File: config.mk
export PLATFORM = sky130hd
export DESIGN_NAME = fifo_drain_arbiter
export DESIGN_NICKNAME = d
export VERILOG_FILES = /design/src/rtl/fifo_drain_arbiter.sv
export SDC_FILE = /design/constraint.sdc
export NUM_CORES = 1
export LEC_CHECK = 0
export ABC_AREA = 0
export BUFFER_PORTS_ARGS = -buffer_cell sky130_fd_sc_hd__buf_2
export CORE_UTILIZATION = 35
export CTS_BUF_LIST = sky130_fd_sc_hd__clkbuf_4 sky130_fd_sc_hd__clkbuf_8
export CTS_CLUSTER_SIZE = 30
export DETAILED_ROUTE_END_ITERATION = 12
export SLEW_MARGIN = 25
export SYNTH_ARGS = -nofsm -noshare
export SYNTH_HDL_FRONTEND = slang
export SYNTH_SLANG_ARGS = --single-unit
File: constraint.sdc
create_clock -name clk -period 1.85 [get_ports clk]
set_input_delay 0.185 -clock clk [delete_from_list [all_inputs] [get_ports clk]]
set_output_delay 0.185 -clock clk [all_outputs]
set_load 0.03 [all_outputs]
File: src/rtl/fifo_drain_arbiter.sv
// Round-robin drain of N_CH registered-read FIFOs into one channel-tagged valid/ready stream.
// Grants are held for at most MAX_BURST reads; a 2-entry buffer hides the FIFO read latency.

module fifo_drain_lane #(
    parameter int WIDTH = 8,
    parameter int CH_W  = 2,
    parameter int IDX   = 0
) (
    input  logic             issue_i,
    input  logic [CH_W-1:0]  issue_ch_i,
    input  logic [CH_W-1:0]  cap_ch_i,
    input  logic             empty_i,
    input  logic [WIDTH-1:0] dout_i,
    output logic             rd_en_o,
    output logic [WIDTH-1:0] dout_o
);
    localparam logic [CH_W-1:0] ID = CH_W'(IDX);

    // The empty gate guarantees the FIFO never sees an rd_en it would have to ignore
    assign rd_en_o = issue_i && (issue_ch_i == ID) && !empty_i;
    assign dout_o  = (cap_ch_i == ID) ? dout_i : '0;
endmodule

module fifo_drain_arbiter #(
    parameter int N_CH      = 4,
    parameter int WIDTH     = 8,
    parameter int MAX_BURST = 4
) (
    input  logic                     clk,
    input  logic                     rst_sync,
    input  logic [N_CH-1:0]          ch_empty,
    output logic [N_CH-1:0]          ch_rd_en,
    input  logic [N_CH*WIDTH-1:0]    ch_dout,
    output logic                     out_valid,
    input  logic                     out_ready,
    output logic [WIDTH-1:0]         out_data,
    output logic [$clog2(N_CH)-1:0]  out_chan
);
    localparam int CH_W = $clog2(N_CH);
    localparam int BC_W = $clog2(MAX_BURST + 1);
    localparam logic [BC_W-1:0] BURST_MAX = BC_W'(MAX_BURST);
    localparam logic [CH_W-1:0] LAST_CH   = CH_W'(N_CH - 1);

    typedef enum logic {IDLE, BURST} state_e;

    typedef struct packed {
        logic [CH_W-1:0]  chan;
        logic [WIDTH-1:0] data;
    } entry_t;

    state_e          state_q;
    logic [CH_W-1:0] rr_ptr_q;
    logic [CH_W-1:0] grant_q;
    logic [BC_W-1:0] burst_cnt_q;
    logic            infl_q;
    logic [CH_W-1:0] infl_ch_q;

    entry_t          ent0_q, ent1_q, ent0_d, ent1_d;
    logic [1:0]      vld_q, vld_d;

    logic            pop, push, space_ok, scan_hit, issue, burst_end;
    logic [1:0]      occ;
    logic [2:0]      fill;
    logic [CH_W-1:0] scan_ch, issue_ch;
    logic [WIDTH-1:0] cap_data;
    logic [N_CH-1:0][WIDTH-1:0] lane_dout;

    assign pop      = vld_q[0] && out_ready;
    assign push     = infl_q;
    assign occ      = {1'b0, vld_q[0]} + {1'b0, vld_q[1]};
    assign fill     = 3'(occ) + 3'(infl_q) - 3'(pop);
    assign space_ok = fill < 3'd2;

    // First non-empty channel at or after rr_ptr; descending k so the nearest hit wins
    always_comb begin
        scan_hit = 1'b0;
        scan_ch  = rr_ptr_q;
        for (int k = N_CH - 1; k >= 0; k--) begin
            automatic int s = int'(rr_ptr_q) + k;
            if (s >= N_CH) s = s - N_CH;
            if (!ch_empty[CH_W'(s)]) begin
                scan_hit = 1'b1;
                scan_ch  = CH_W'(s);
            end
        end
    end

    always_comb begin
        issue     = 1'b0;
        issue_ch  = grant_q;
        burst_end = 1'b0;
        if (!rst_sync) begin
            case (state_q)
                IDLE: begin
                    if (scan_hit && space_ok) begin
                        issue    = 1'b1;
                        issue_ch = scan_ch;
                    end
                end
                BURST: begin
                    if (ch_empty[grant_q] || burst_cnt_q == BURST_MAX) burst_end = 1'b1;
                    else if (space_ok)                                    issue     = 1'b1;
                end
                default: ;
            endcase
        end
    end

    for (genvar i = 0; i < N_CH; i++) begin : g_lane
        fifo_drain_lane #(
            .WIDTH (WIDTH),
            .CH_W  (CH_W),
            .IDX   (i)
        ) u_lane (
            .issue_i    (issue),
            .issue_ch_i (issue_ch),
            .cap_ch_i   (infl_ch_q),
            .empty_i    (ch_empty[i]),
            .dout_i     (ch_dout[i*WIDTH +: WIDTH]),
            .rd_en_o    (ch_rd_en[i]),
            .dout_o     (lane_dout[i])
        );
    end

    always_comb begin
        cap_data = '0;
        for (int i = 0; i < N_CH; i++) cap_data = cap_data | lane_dout[i];
    end

    always_ff @(posedge clk) begin
        if (rst_sync) begin
            state_q     <= IDLE;
            rr_ptr_q    <= '0;
            grant_q     <= '0;
            burst_cnt_q <= '0;
            infl_q      <= 1'b0;
            infl_ch_q   <= '0;
        end else begin
            infl_q    <= issue;
            infl_ch_q <= issue_ch;
            case (state_q)
                IDLE: begin
                    if (issue) begin
                        grant_q     <= issue_ch;
                        burst_cnt_q <= BC_W'(1);
                        state_q     <= BURST;
                    end
                end
                BURST: begin
                    if (burst_end) begin
                        rr_ptr_q    <= (grant_q == LAST_CH) ? '0 : grant_q + CH_W'(1);
                        burst_cnt_q <= '0;
                        state_q     <= IDLE;
                    end else if (issue) begin
                        burst_cnt_q <= burst_cnt_q + BC_W'(1);
                    end
                end
                default: state_q <= IDLE;
            endcase
        end
    end

    // Head lives in ent0; a pop shifts ent1 forward so out_* come straight from a flop
    always_comb begin
        ent0_d = ent0_q;
        ent1_d = ent1_q;
        vld_d  = vld_q;
        case ({push, pop})
            2'b10: begin
                if (!vld_q[0]) begin
                    ent0_d   = '{chan: infl_ch_q, data: cap_data};
                    vld_d[0] = 1'b1;
                end else begin
                    ent1_d   = '{chan: infl_ch_q, data: cap_data};
                    vld_d[1] = 1'b1;
                end
            end
            2'b01: begin
                if (vld_q[1]) ent0_d = ent1_q;
                vld_d = {1'b0, vld_q[1]};
            end
            2'b11: begin
                if (vld_q[1]) begin
                    ent0_d = ent1_q;
                    ent1_d = '{chan: infl_ch_q, data: cap_data};
                end else begin
                    ent0_d = '{chan: infl_ch_q, data: cap_data};
                end
            end
            default: ;
        endcase
    end

    always_ff @(posedge clk) begin
        if (rst_sync) begin
            ent0_q <= '0;
            ent1_q <= '0;
            vld_q  <= '0;
        end else begin
            ent0_q <= ent0_d;
            ent1_q <= ent1_d;
            vld_q  <= vld_d;
        end
    end

    assign out_valid = vld_q[0];
    assign out_data  = ent0_q.data;
    assign out_chan  = ent0_q.chan;
endmodule

==> results of run 1 <==
-- cells by family after synthesis --
family | count (synthesis) | share of synthesized area [%]
XOR/XNOR | 1 | 0.4612
AO/OA/AOI/OAI | 54 | 21.41
multiplexers | 25 | 18.45
adder cells (fa/ha/maj) | 8 | 5.270
flip-flops | 33 | 34.78
AND/OR/NAND/NOR | 55 | 12.85
buffers and inverters | 27 | 6.786
-- layout make-up --
cell class / instances / area [µm²]
fill: 485 / 2435
tap: 70 / 87.58
clock buffer: 5 / 68.82
sequential: 33 / 664.4
clock inverter: 3 / 65.06
timing repair buffer: 87 / 575.6
multi-input combinational: 143 / 1239
inverter: 10 / 37.54
-- repair_timing --
item | in CTS | in global routing
setup buffers | 3 | 4
pin swaps | 1 | 8
hold buffers | 0 | 0
endpoints found under the setup margin | 4 | 28
gates resized for setup | 10 | 27
cloned | 0 | 3
-- metal layers --
| metal | global-route usage, % | routed length [µm] | up-vias | share of wire [%] |
|---|---|---|---|---|
| met5 | 0 | 0 | - | 0 |
| met4 | 4.321 | 53 | 0 | 1.1 |
| met3 | 3.175 | 124 | 5 | 2.6 |
| met2 | 25.69 | 2323 | 23 | 49 |
| met1 | 22.98 | 2251 | 866 | 47 |
| li1 | - | - | 895 | - |
-- worst min path at each step --
stage	to	slack, ns	cells after the start
floorplan	burst_cnt_q[1]$_SDFFE_PP0P_	0.45	2
global placement	ent1_q[2]$_SDFFE_PP0P_	0.47	2
detailed placement	ent1_q[8]$_SDFFE_PP0P_	0.49	2
CTS	infl_q$_SDFF_PP0_	0.30	4
global route	infl_q$_SDFF_PP0_	0.40	5
finish	infl_q$_SDFF_PP0_	0.37	5
-- critical path, delay by kind of cell (launching register included) --
| kind | cells | cell delay [ns] |
|---|---|---|
| flip-flops | 1 | 0.35 |
| AO/OA/AOI/OAI | 2 | 0.43 |
| adder cells (fa/ha/maj) | 1 | 0.21 |
| buffers and inverters | 2 | 0.24 |
| AND/OR/NAND/NOR | 3 | 0.58 |
-- power by group through the flow --
stage	Clock [µW]	Combinational [µW]	Sequential (µW)
global placement	0	874	894
finish	807	1050	885
detailed placement	0	883	898
floorplan	0	485	999
global route	845	1140	902
CTS	819	916	882
-- registers in the layout (all words and copies together), names as in the netlist, 2 cells and up --
signal / cells
out_chan: 2
burst_cnt_q: 3
out_data: 8
ent1_q: 10
infl_ch_q: 2
grant_q: 2
vld_q: 2
rr_ptr_q: 2
-- layout by cell type, fill, tap and decap left out, types with 3 or more instances in the layout --
cell	count
buf_2	49
a22oi_2	3
dfxtp_1	32
buf_4	32
inv_1	9
ha_1	6
mux4_2	8
mux2i_1	16
a21oi_1	9
buf_6	4
nand2_1	8
a22oi_1	8
a211oi_1	10
clkbuf_8	5
nor2_1	29
o21ai_0	4
-- per-stage QoR --
step                      hold slack [ns]  setup slack, ns  TNS, ns  instances
after global placement             0.4728          -0.1741  -0.4685        334
after detailed placement           0.4867          -0.1848  -0.5191        334
final                              0.3651          -0.4232   -1.427        351
after global routing               0.3954          -0.5139   -1.870        351
after CTS                          0.3000          -0.4581   -1.574        345
after floorplan                    0.4530          -0.2052  -0.5202        203
==> results.md, run 1 <==
* Outcome: complete, but fails checks
* Failing checks: negative setup slack
* Routed wire per std cell at 13.54 µm
* Initial antenna violation count at 0
* Final Cycle Share at 122.9%
* Clk_skew at 0.002921 ns
* CTS Buffer Depth at 2
* Worst path required time at 1.66 ns
* CP Class: reg -> out
* Pwr dens at 1001 mW/mm²
* Area grow syn2layout at 44.14%
* Flop pwr share at 32.3%
* Root Buffer: clkbuf_8
* Syn_nets at 250
* Synth warn at 0
* Top-area cell type share of the netlist area at 34.78%
* Final total power at 2740 µW
* GPL Wtd Cong at 0.7406
* Die Ht at 75.67 µm
* Fin. Hold Viols at 0
* Residual DRC at 0
* Critical Path Sink: ch_rd_en[0]
* Mapped Cells at 203
* Peak supply drop at 0.5309 mV
* Final net count at 327
* CTS Buf Count at 5
* Count of standard-cell rows at 26
* WP data arrival at 2.09 ns
* DP Area at 0.002375 mm²
* Critical path startpoint: vld_q[0]$_SDFFE_PP0P_
* # setup viols final at 4
* Largest net degree at the start of global routing at 33
* Yosys cell types at 43
* Crit path launch type: flip-flop
* Sw Share at 32.29%
* Critical Path End Type: primary output
* LEAKAGE at 0.001180 µW
* Internal at 1855 µW
* Post-layout util at 52.93%
* ANT nets after route at 0
* R2R Setup Slk at 0.08 ns
* Seq cells post-synth at 33
* Post-Syn Area at 0.001899 mm²
* EDFF count, synth at 0
* Vias per cell at 5.097
* CP cell instances: inv_2, nor2_4, ha_4, a211oi_4, nand2_2, or3_4, o32ai_2, buf_4
* Worst skew pair latency at 0.28 ns
* RSZ-0062 raised after global routing: yes
* Final instance area at 0.002738 mm²
* Layout cells sized above 1 at 45.91%
* Reg-to-Reg Start: vld_q[0]$_SDFFE_PP0P_
* CP peak stage delay at 0.36 ns
* Clock network fraction of total power at 29.4%
* GRT Total Usage at 16.35%
* Routed vias at 1789
* Drt pass-1 iters at 4
* Sequential-to-total area share from yosys stat at 34.78%
* Crit Path Max Fanout at 3
* Fmax at 439.9 MHz
* I/O pins at 54
* Tmin final at 2.273 ns
* Synthesized area per cell at 9.356 µm²
* Ant. Diodes at 0
* Most used flip-flop cell after synthesis: dfxtp_1
* Worst flop-to-flop path endpoint: out_data[5]$_SDFFE_PP0P_
* Post-synth top cells: 33 x dfxtp_1, 31 x nor2_1, 17 x mux2i_1, 11 x a211oi_1
* Die ar. at 0.005725 mm²
* HP Class: in -> reg
* Die Wd at 75.67 µm
* Clk sinks at 33
* Worst r2r path cells at 8
* Slew headroom at 59.74%
* Clock transition at path regs at 0.07 ns
* Port Buffer Count at 53
* Worst slew pin tran at 0.5946 ns
* Detailed Route WL at 4752 µm
* Leading area contributor after synthesis: dfxtp_1
* First-pass GRT wire length at 7072 µm
* Combinational fraction of design power at 38.3%
* Most instantiated library cell after synthesis: dfxtp_1
* Asr flop ratio synth at 0%
* CTS tree: yes
* Slowest-stage cell, CP: or3_4
* Starting Density at 36.72%
* Vias in the first global route at 1538
* Hold path start: rst_sync
* DRT iter0 DRCs at 35
* Gr ovfl total at 0
* Number of max-cap violations at 0
* Final WS setup at -0.4232 ns
* Top post-synthesis cells by area: dfxtp_1 35%, mux4_2 9.5%, mux2i_1 9.0%
* Core area at 0.005172 mm²
* H-tree levels at 2
* Hpwl dp at 3352 µm
* Net Switching at 885.0 µW
* Slew Viols, Final at 0
Note: power is estimated with default switching activity, not from simulation.
==> run 2: changes to the inputs <==
--- a/config.mk
+++ b/config.mk
@@ -7,6 +7,7 @@
 export LEC_CHECK = 0
 export ABC_AREA = 0
 export BUFFER_PORTS_ARGS = -buffer_cell sky130_fd_sc_hd__buf_2
+export CORE_MARGIN = 2
 export CORE_UTILIZATION = 35
 export CTS_BUF_LIST = sky130_fd_sc_hd__clkbuf_4 sky130_fd_sc_hd__clkbuf_8
 export CTS_CLUSTER_SIZE = 30
==> results.md, run 2 (synthesis gave the netlist of run 1 again) <==
* Final Cycle Share at 124.0% (+1.1 points)
* CP cell instances: inv_2, nor2_4, ha_4, a211oi_4, nand2_2, or3_4, o32ai_2, buf_4
* R2R Setup Slk at 0.06 ns (-0.02 ns)
* Number of max-cap violations at 0 (unchanged)
* GRT busiest layer: met2
* Worst slew pin tran at 0.7502 ns (+0.1556 ns)
* Crit Path Max Fanout at 3 (unchanged)
* WP data arrival at 2.11 ns (+0.02 ns)
* Final WS setup at -0.4440 ns (-0.02079 ns)
* Worst path required time at 1.66 ns (about the same)
* CP peak stage delay at 0.35 ns (about the same)
* Fillers at 486 (+0.21%)
* Clock transition at path regs at 0.07 ns (about the same)
* Routed vias at 1802 (+0.73%)
* Die Wd at 77.67 µm (+2.6%)
* Failing checks: negative setup slack
* Gr ovfl total at 0 (unchanged)
* Fmax at 435.9 MHz (-0.91%)
* RSZ-0062 raised after global routing: yes
* Outcome: complete, but fails checks
* Commonest non-fill, non-tap cells in the layout: 50 x buf_2, 33 x buf_4, 32 x dfxtp_1, 29 x nor2_1, 16 x mux2i_1
* Reg-to-Reg Start: vld_q[0]$_SDFFE_PP0P_
* Final net count at 327 (unchanged)
* Worst r2r path cells at 7 (-1)
* Core area at 0.005172 mm² (unchanged)
* Starting Density at 36.72% (unchanged)
* CTS Buf Count at 5 (unchanged)
* Area grow syn2layout at 41.04%
* Vias in the first global route at 1682 (+9.4%)
* Layout cells sized above 1 at 46.62% (+0.71 points)
* H-tree levels at 2 (unchanged)
* Hpwl dp at 3382 µm (+0.87%)
* I/O pins at 54 (unchanged)
* Max reg flops at 10 (unchanged)
* Peak supply drop at 0.4741 mV (-11%)
* Slowest-stage cell, CP: dfxtp_4
* Drt pass-1 iters at 4 (unchanged)
* HP Class: in -> reg
* Clk_skew at 0.007090 ns (+0.004170 ns)
* Met1 Use GR at 21.66% (-1.3 points)
* M3 GR Usage at 5.116% (+1.9 points)
* Post-layout util at 51.79% (-1.1 points)
* Critical Path Sink: ch_rd_en[0]
* Met2 Use GR at 25.52% (-0.18 points)
* Top reg by flops: ent1_q
* CTS tree: yes
* CTS Buffer Depth at 2 (unchanged)
* Routed wire per std cell at 13.86 µm (+2.4%)
* Pwr dens at 924.0 mW/mm² (-7.7%)
* Count of standard-cell rows at 26 (unchanged)
* First-pass GRT wire length at 7845 µm (+11%)
* Tmin final at 2.294 ns (+0.02079 ns)
* Critical Path End Type: primary output
* Slew headroom at 49.35% (-10 points)
* Worst skew pair latency at 0.29 ns (about the same)
* Commonest non-fill, non-tap cell in the layout: buf_2
* Ant. Diodes at 0 (unchanged)
* GPL Wtd Cong at 0.7779 (+5.0%)
* Worst flop-to-flop path endpoint: out_data[1]$_SDFFE_PP0P_
* Clk sinks at 33 (unchanged)
* Port Buffer Count at 53 (unchanged)
* GRT Total Usage at 16.18% (-0.16 points)
* Die Ht at 77.67 µm (+2.6%)
* Final instance area at 0.002679 mm² (-2.1%)
* DP Area at 0.002352 mm² (-0.95%)
* Fin. Hold Viols at 0 (unchanged)
* ANT nets after route at 0 (unchanged)
* # setup viols final at 4 (unchanged)
* Root Buffer: clkbuf_8
* Slew Viols, Final at 0 (unchanged)
* Vias per cell at 5.134 (+0.73%)
* Critical path startpoint: vld_q[0]$_SDFFE_PP0P_
* Die ar. at 0.006032 mm² (+5.4%)
* Residual DRC at 0 (unchanged)
* LEAKAGE at 0.001143 µW (-3.2%)
* Detailed Route WL at 4864 µm (+2.4%)
* DRT iter0 DRCs at 63 (+80%)
* CP Class: reg -> out
* Crit path launch type: flip-flop
* Initial antenna violation count at 0 (unchanged)
* Largest net degree at the start of global routing at 33 (unchanged)
## run 2: worst max-delay path: cells and delay by family, from the launching register on
kind	cells	cell delay, ns
adders and majority gates	1	0.21
and+or+nand+nor	3	0.56
AOI/OAI and AO/OA	2	0.47
buffers and inverters	2	0.24
DFF	1	0.35
## run 2: what timing repair did
action | 4_1_cts | 5_1_grt
buffers inserted | 7 | 2
resized for setup | 12 | 22
endpoints found under the setup margin | 4 | 28
hold buffers | 0 | 0
pin swaps | 6 | 7
cloned | 0 | 3
## run 2: worst min path at each step
| stage | depth (start not counted) | to | from |
|---|---|---|---|
| floorplan | 2 | burst_cnt_q[1]$_SDFFE_PP0P_ | burst_cnt_q[1]$_SDFFE_PP0P_ |
| global placement | 2 | ent1_q[6]$_SDFFE_PP0P_ | ent1_q[6]$_SDFFE_PP0P_ |
| detailed placement | 2 | ent1_q[4]$_SDFFE_PP0P_ | ent1_q[4]$_SDFFE_PP0P_ |
| CTS | 4 | infl_q$_SDFF_PP0_ | rst_sync |
| global route | 4 | infl_q$_SDFF_PP0_ | rst_sync |
| finish | 4 | infl_q$_SDFF_PP0_ | rst_sync |
## run 2: power breakdown
part,internal [µW],total (µW),switching (µW)
clock,260,537,278
combinational,500,1050,553
sequential,817,885,67.1
total,1580,2480,898
## run 2: final cells by class
class / count / area (µm²) / share of cell area, %
multi-input combinational: 143 / 1237 / 46.19
sequential: 33 / 664.4 / 24.80
timing repair buffer: 87 / 565.5 / 21.11
tap: 70 / 87.58 / 3.269
clock buffer: 5 / 68.82 / 2.569
inverter: 10 / 37.54 / 1.401
clock inverter: 3 / 17.52 / 0.6539
## run 2: per-layer routing
| metal | part of all wire, % | wire length [µm] |
|---|---|---|
| met1 | 46 | 2235 |
| met2 | 49 | 2391 |
| met3 | 4.3 | 207 |
| met4 | 0.60 | 29 |
| met5 | 0 | 0 |
## run 2: through the flow
step	setup TNS, ns	hold WS, ns	power [µW]	cells	setup slack [ns]
final	-1.629	0.2722	2475	351	-0.4440
after global routing	-2.214	0.2916	2636	351	-0.5276
after CTS	-1.945	0.2622	2364	346	-0.5368
after detailed placement	-0.8708	0.4846	1767	331	-0.2657
after global placement	-0.7250	0.4741	1757	331	-0.2323
after floorplan	-0.5202	0.4530	1485	203	-0.2052
==> run 3: changes to the inputs <==
==> constraint.sdc (replaced) <==
create_clock -name clk -period 1.85 [get_ports clk]
set_input_delay 0.0925 -clock clk [delete_from_list [all_inputs] [get_ports clk]]
set_output_delay 0.0925 -clock clk [all_outputs]
set_load 0.03 [all_outputs]
==> results.md, run 3 (synthesis gave the netlist of run 1 again) <==
* Outcome: complete, but fails checks
* Failing checks: negative setup slack
* CP Class: reg -> out
* Hold buffers post-CTS at 0 (unchanged)
* Vias in the first global route at 1674 (-0.48%)
* Worst skew pair latency at 0.28 ns (about the same)
* Hpwl dp at 3322 µm (-1.8%)
* First-pass GRT wire length at 7479 µm (-4.7%)
* Commonest non-fill, non-tap cell in the layout: buf_2
* Routed wire per std cell at 13.42 µm (-3.2%)
* Clock transition at path regs at 0.07 ns (about the same)
* Slew Viols, Final at 0 (unchanged)
* Fmax at 446.9 MHz (+2.5%)
* Final Cycle Share at 121.0% (-3.0 points)
* Crit path launch type: flip-flop
* Largest net degree at the start of global routing at 33 (unchanged)
* Die ar. at 0.006032 mm² (unchanged)
* Starting Density at 36.72% (unchanged)
* Residual DRC at 0 (unchanged)
* Layout cells sized above 1 at 44.69% (-1.9 points)
* Peak supply drop at 0.4398 mV (-7.2%)
* H-tree levels at 2 (unchanged)
* Drt pass-1 iters at 4 (unchanged)
* Gr ovfl total at 0 (unchanged)
* CTS tree: yes
* Vias per cell at 4.997 (-2.7%)
* CTS Buffer Depth at 2 (unchanged)
* Final net count at 319 (-2.4%)
* I/O pins at 54 (unchanged)
* # setup viols final at 4 (unchanged)
* Area grow syn2layout at 37.62%
* Port Buffer Count at 53 (unchanged)
* Worst path required time at 1.76 ns (+0.10 ns)
* Routed vias at 1714 (-4.9%)
* Die Wd at 77.67 µm (unchanged)
* LEAKAGE at 0.001120 µW (-2.1%)
* Clk_skew at 0.004457 ns (-0.002633 ns)
* CTS Buf Count at 5 (unchanged)
* Clk sinks at 33 (unchanged)
* Detailed Route WL at 4602 µm (-5.4%)
* Hold path start: rst_sync
* Commonest non-fill, non-tap cells in the layout: 49 x buf_2, 32 x dfxtp_1, 29 x nor2_1, 25 x buf_4, 16 x mux2i_1
* Max reg flops at 10 (unchanged)
* Core area at 0.005172 mm² (unchanged)
* Reg-to-Reg Start: vld_q[0]$_SDFFE_PP0P_
* Tmin final at 2.238 ns (-0.05637 ns)
* DRT iter0 DRCs at 44 (-30%)
* Root Buffer: clkbuf_8
* ANT nets after route at 0 (unchanged)
* Top reg by flops: ent1_q
* Post-layout util at 50.53% (-1.3 points)
* Number of max-cap violations at 0 (unchanged)
* GPL Wtd Cong at 0.7590 (-2.4%)
* Fillers at 493 (+1.4%)
* Post-route setup TNS at -1.319 ns (+0.3100 ns)
* Crit Path Max Fanout at 3 (unchanged)
* Ant. Diodes at 0 (unchanged)
* Die Ht at 77.67 µm (unchanged)
* GRT Total Usage at 15.32% (-0.86 points)
* RSZ-0062 raised after global routing: yes
* Critical path startpoint: vld_q[0]$_SDFFE_PP0P_
* WP data arrival at 2.15 ns (+0.04 ns)
* Final WS setup at -0.3877 ns (+0.05637 ns)
* HP Class: in -> reg
* Worst slew pin tran at 0.7559 ns (+0.005706 ns)
* Slew headroom at 48.97% (-0.39 points)
* Initial antenna violation count at 0 (unchanged)
* Count of standard-cell rows at 26 (unchanged)
* Final total power at 2464 µW (-0.46%)
* Critical Path End Type: primary output
* Pwr dens at 942.6 mW/mm² (+2.0%)
* Fin. Hold Viols at 0 (unchanged)
## run 3: changes by cell type in the layout (fill, tap and decap cells not counted), sizes merged
cell / delta
clkinv: -1
clkinvlp: -1
clkbuf: +2
buf: -8
## run 3: repair_timing
| action | 4_1_cts | 5_1_grt |
|---|---|---|
| resized for setup | 10 | 21 |
| pin swaps | 2 | 9 |
| setup endpoints to repair | 4 | 24 |
| cloned | 0 | 2 |
| setup buffers | 3 | 2 |
## run 3: metrics by stage
stage	hold WS [ns]	worst slack (ns)	instances	instance area (µm²)
5_1_grt	0.2966	-0.5007	343	2614
3_3_place_gp	0.4705	-0.07517	330	2345
4_1_cts	0.2855	-0.3850	341	2506
2_1_floorplan	0.3570	-0.1127	203	1914
6_report	0.2926	-0.3877	343	2614
3_5_place_dp	0.4811	-0.1089	330	2345
## run 3: cell type report
class / count / area (µm²) / share of cell area (%)
Multi-Input combinational cell: 143 / 1211 / 46.34
Sequential cell: 33 / 664.4 / 25.42
Timing Repair Buffer: 79 / 511.7 / 19.58
Clock buffer: 7 / 96.34 / 3.686
Tap cell: 70 / 87.58 / 3.351
Inverter: 10 / 37.54 / 1.436
Clock inverter: 1 / 5.005 / 0.1915
## run 3: worst paths after layout
check / endpoint / slack [ns] / depth (start not counted)
setup / recovery: ch_rd_en[0] / -0.39 / 8
hold / removal: infl_q$_SDFF_PP0_ / 0.29 / 5
setup reg to reg: out_data[1]$_SDFFE_PP0P_ / 0.07 / 7
hold reg to reg: out_data[1]$_SDFFE_PP0P_ / 0.50 / 2
## run 3: critical path, cell delays in order, from the launching register on
cell,delay (ns)
dfxtp_4,0.34
inv_2,0.05
nor2_2,0.03
ha_1,0.29
a211oi_2,0.25
nand2_1,0.14
or3_4,0.36
o32ai_2,0.20
buf_4,0.19
## run 3: metal layers
layer  GRT usage [%]  part of all wire [%]  vias to the layer above  wire length, µm
met5               0                     0                        -                0
met4           5.000                  0.85                        0               39
met3           3.256                   3.1                        4              143
met2           25.43                    49                       28             2260
met1           19.75                    47                      805             2159
li1                -                     -                      877                -
## run 3: power by group
part           leakage (µW)  total (µW)  switching [µW]  internal (µW)
logic              0.000794         984             519            465
registers          0.000272         887            68.7            818
clock network     0.0000542         594             257            336
total               0.00112        2460             845           1620
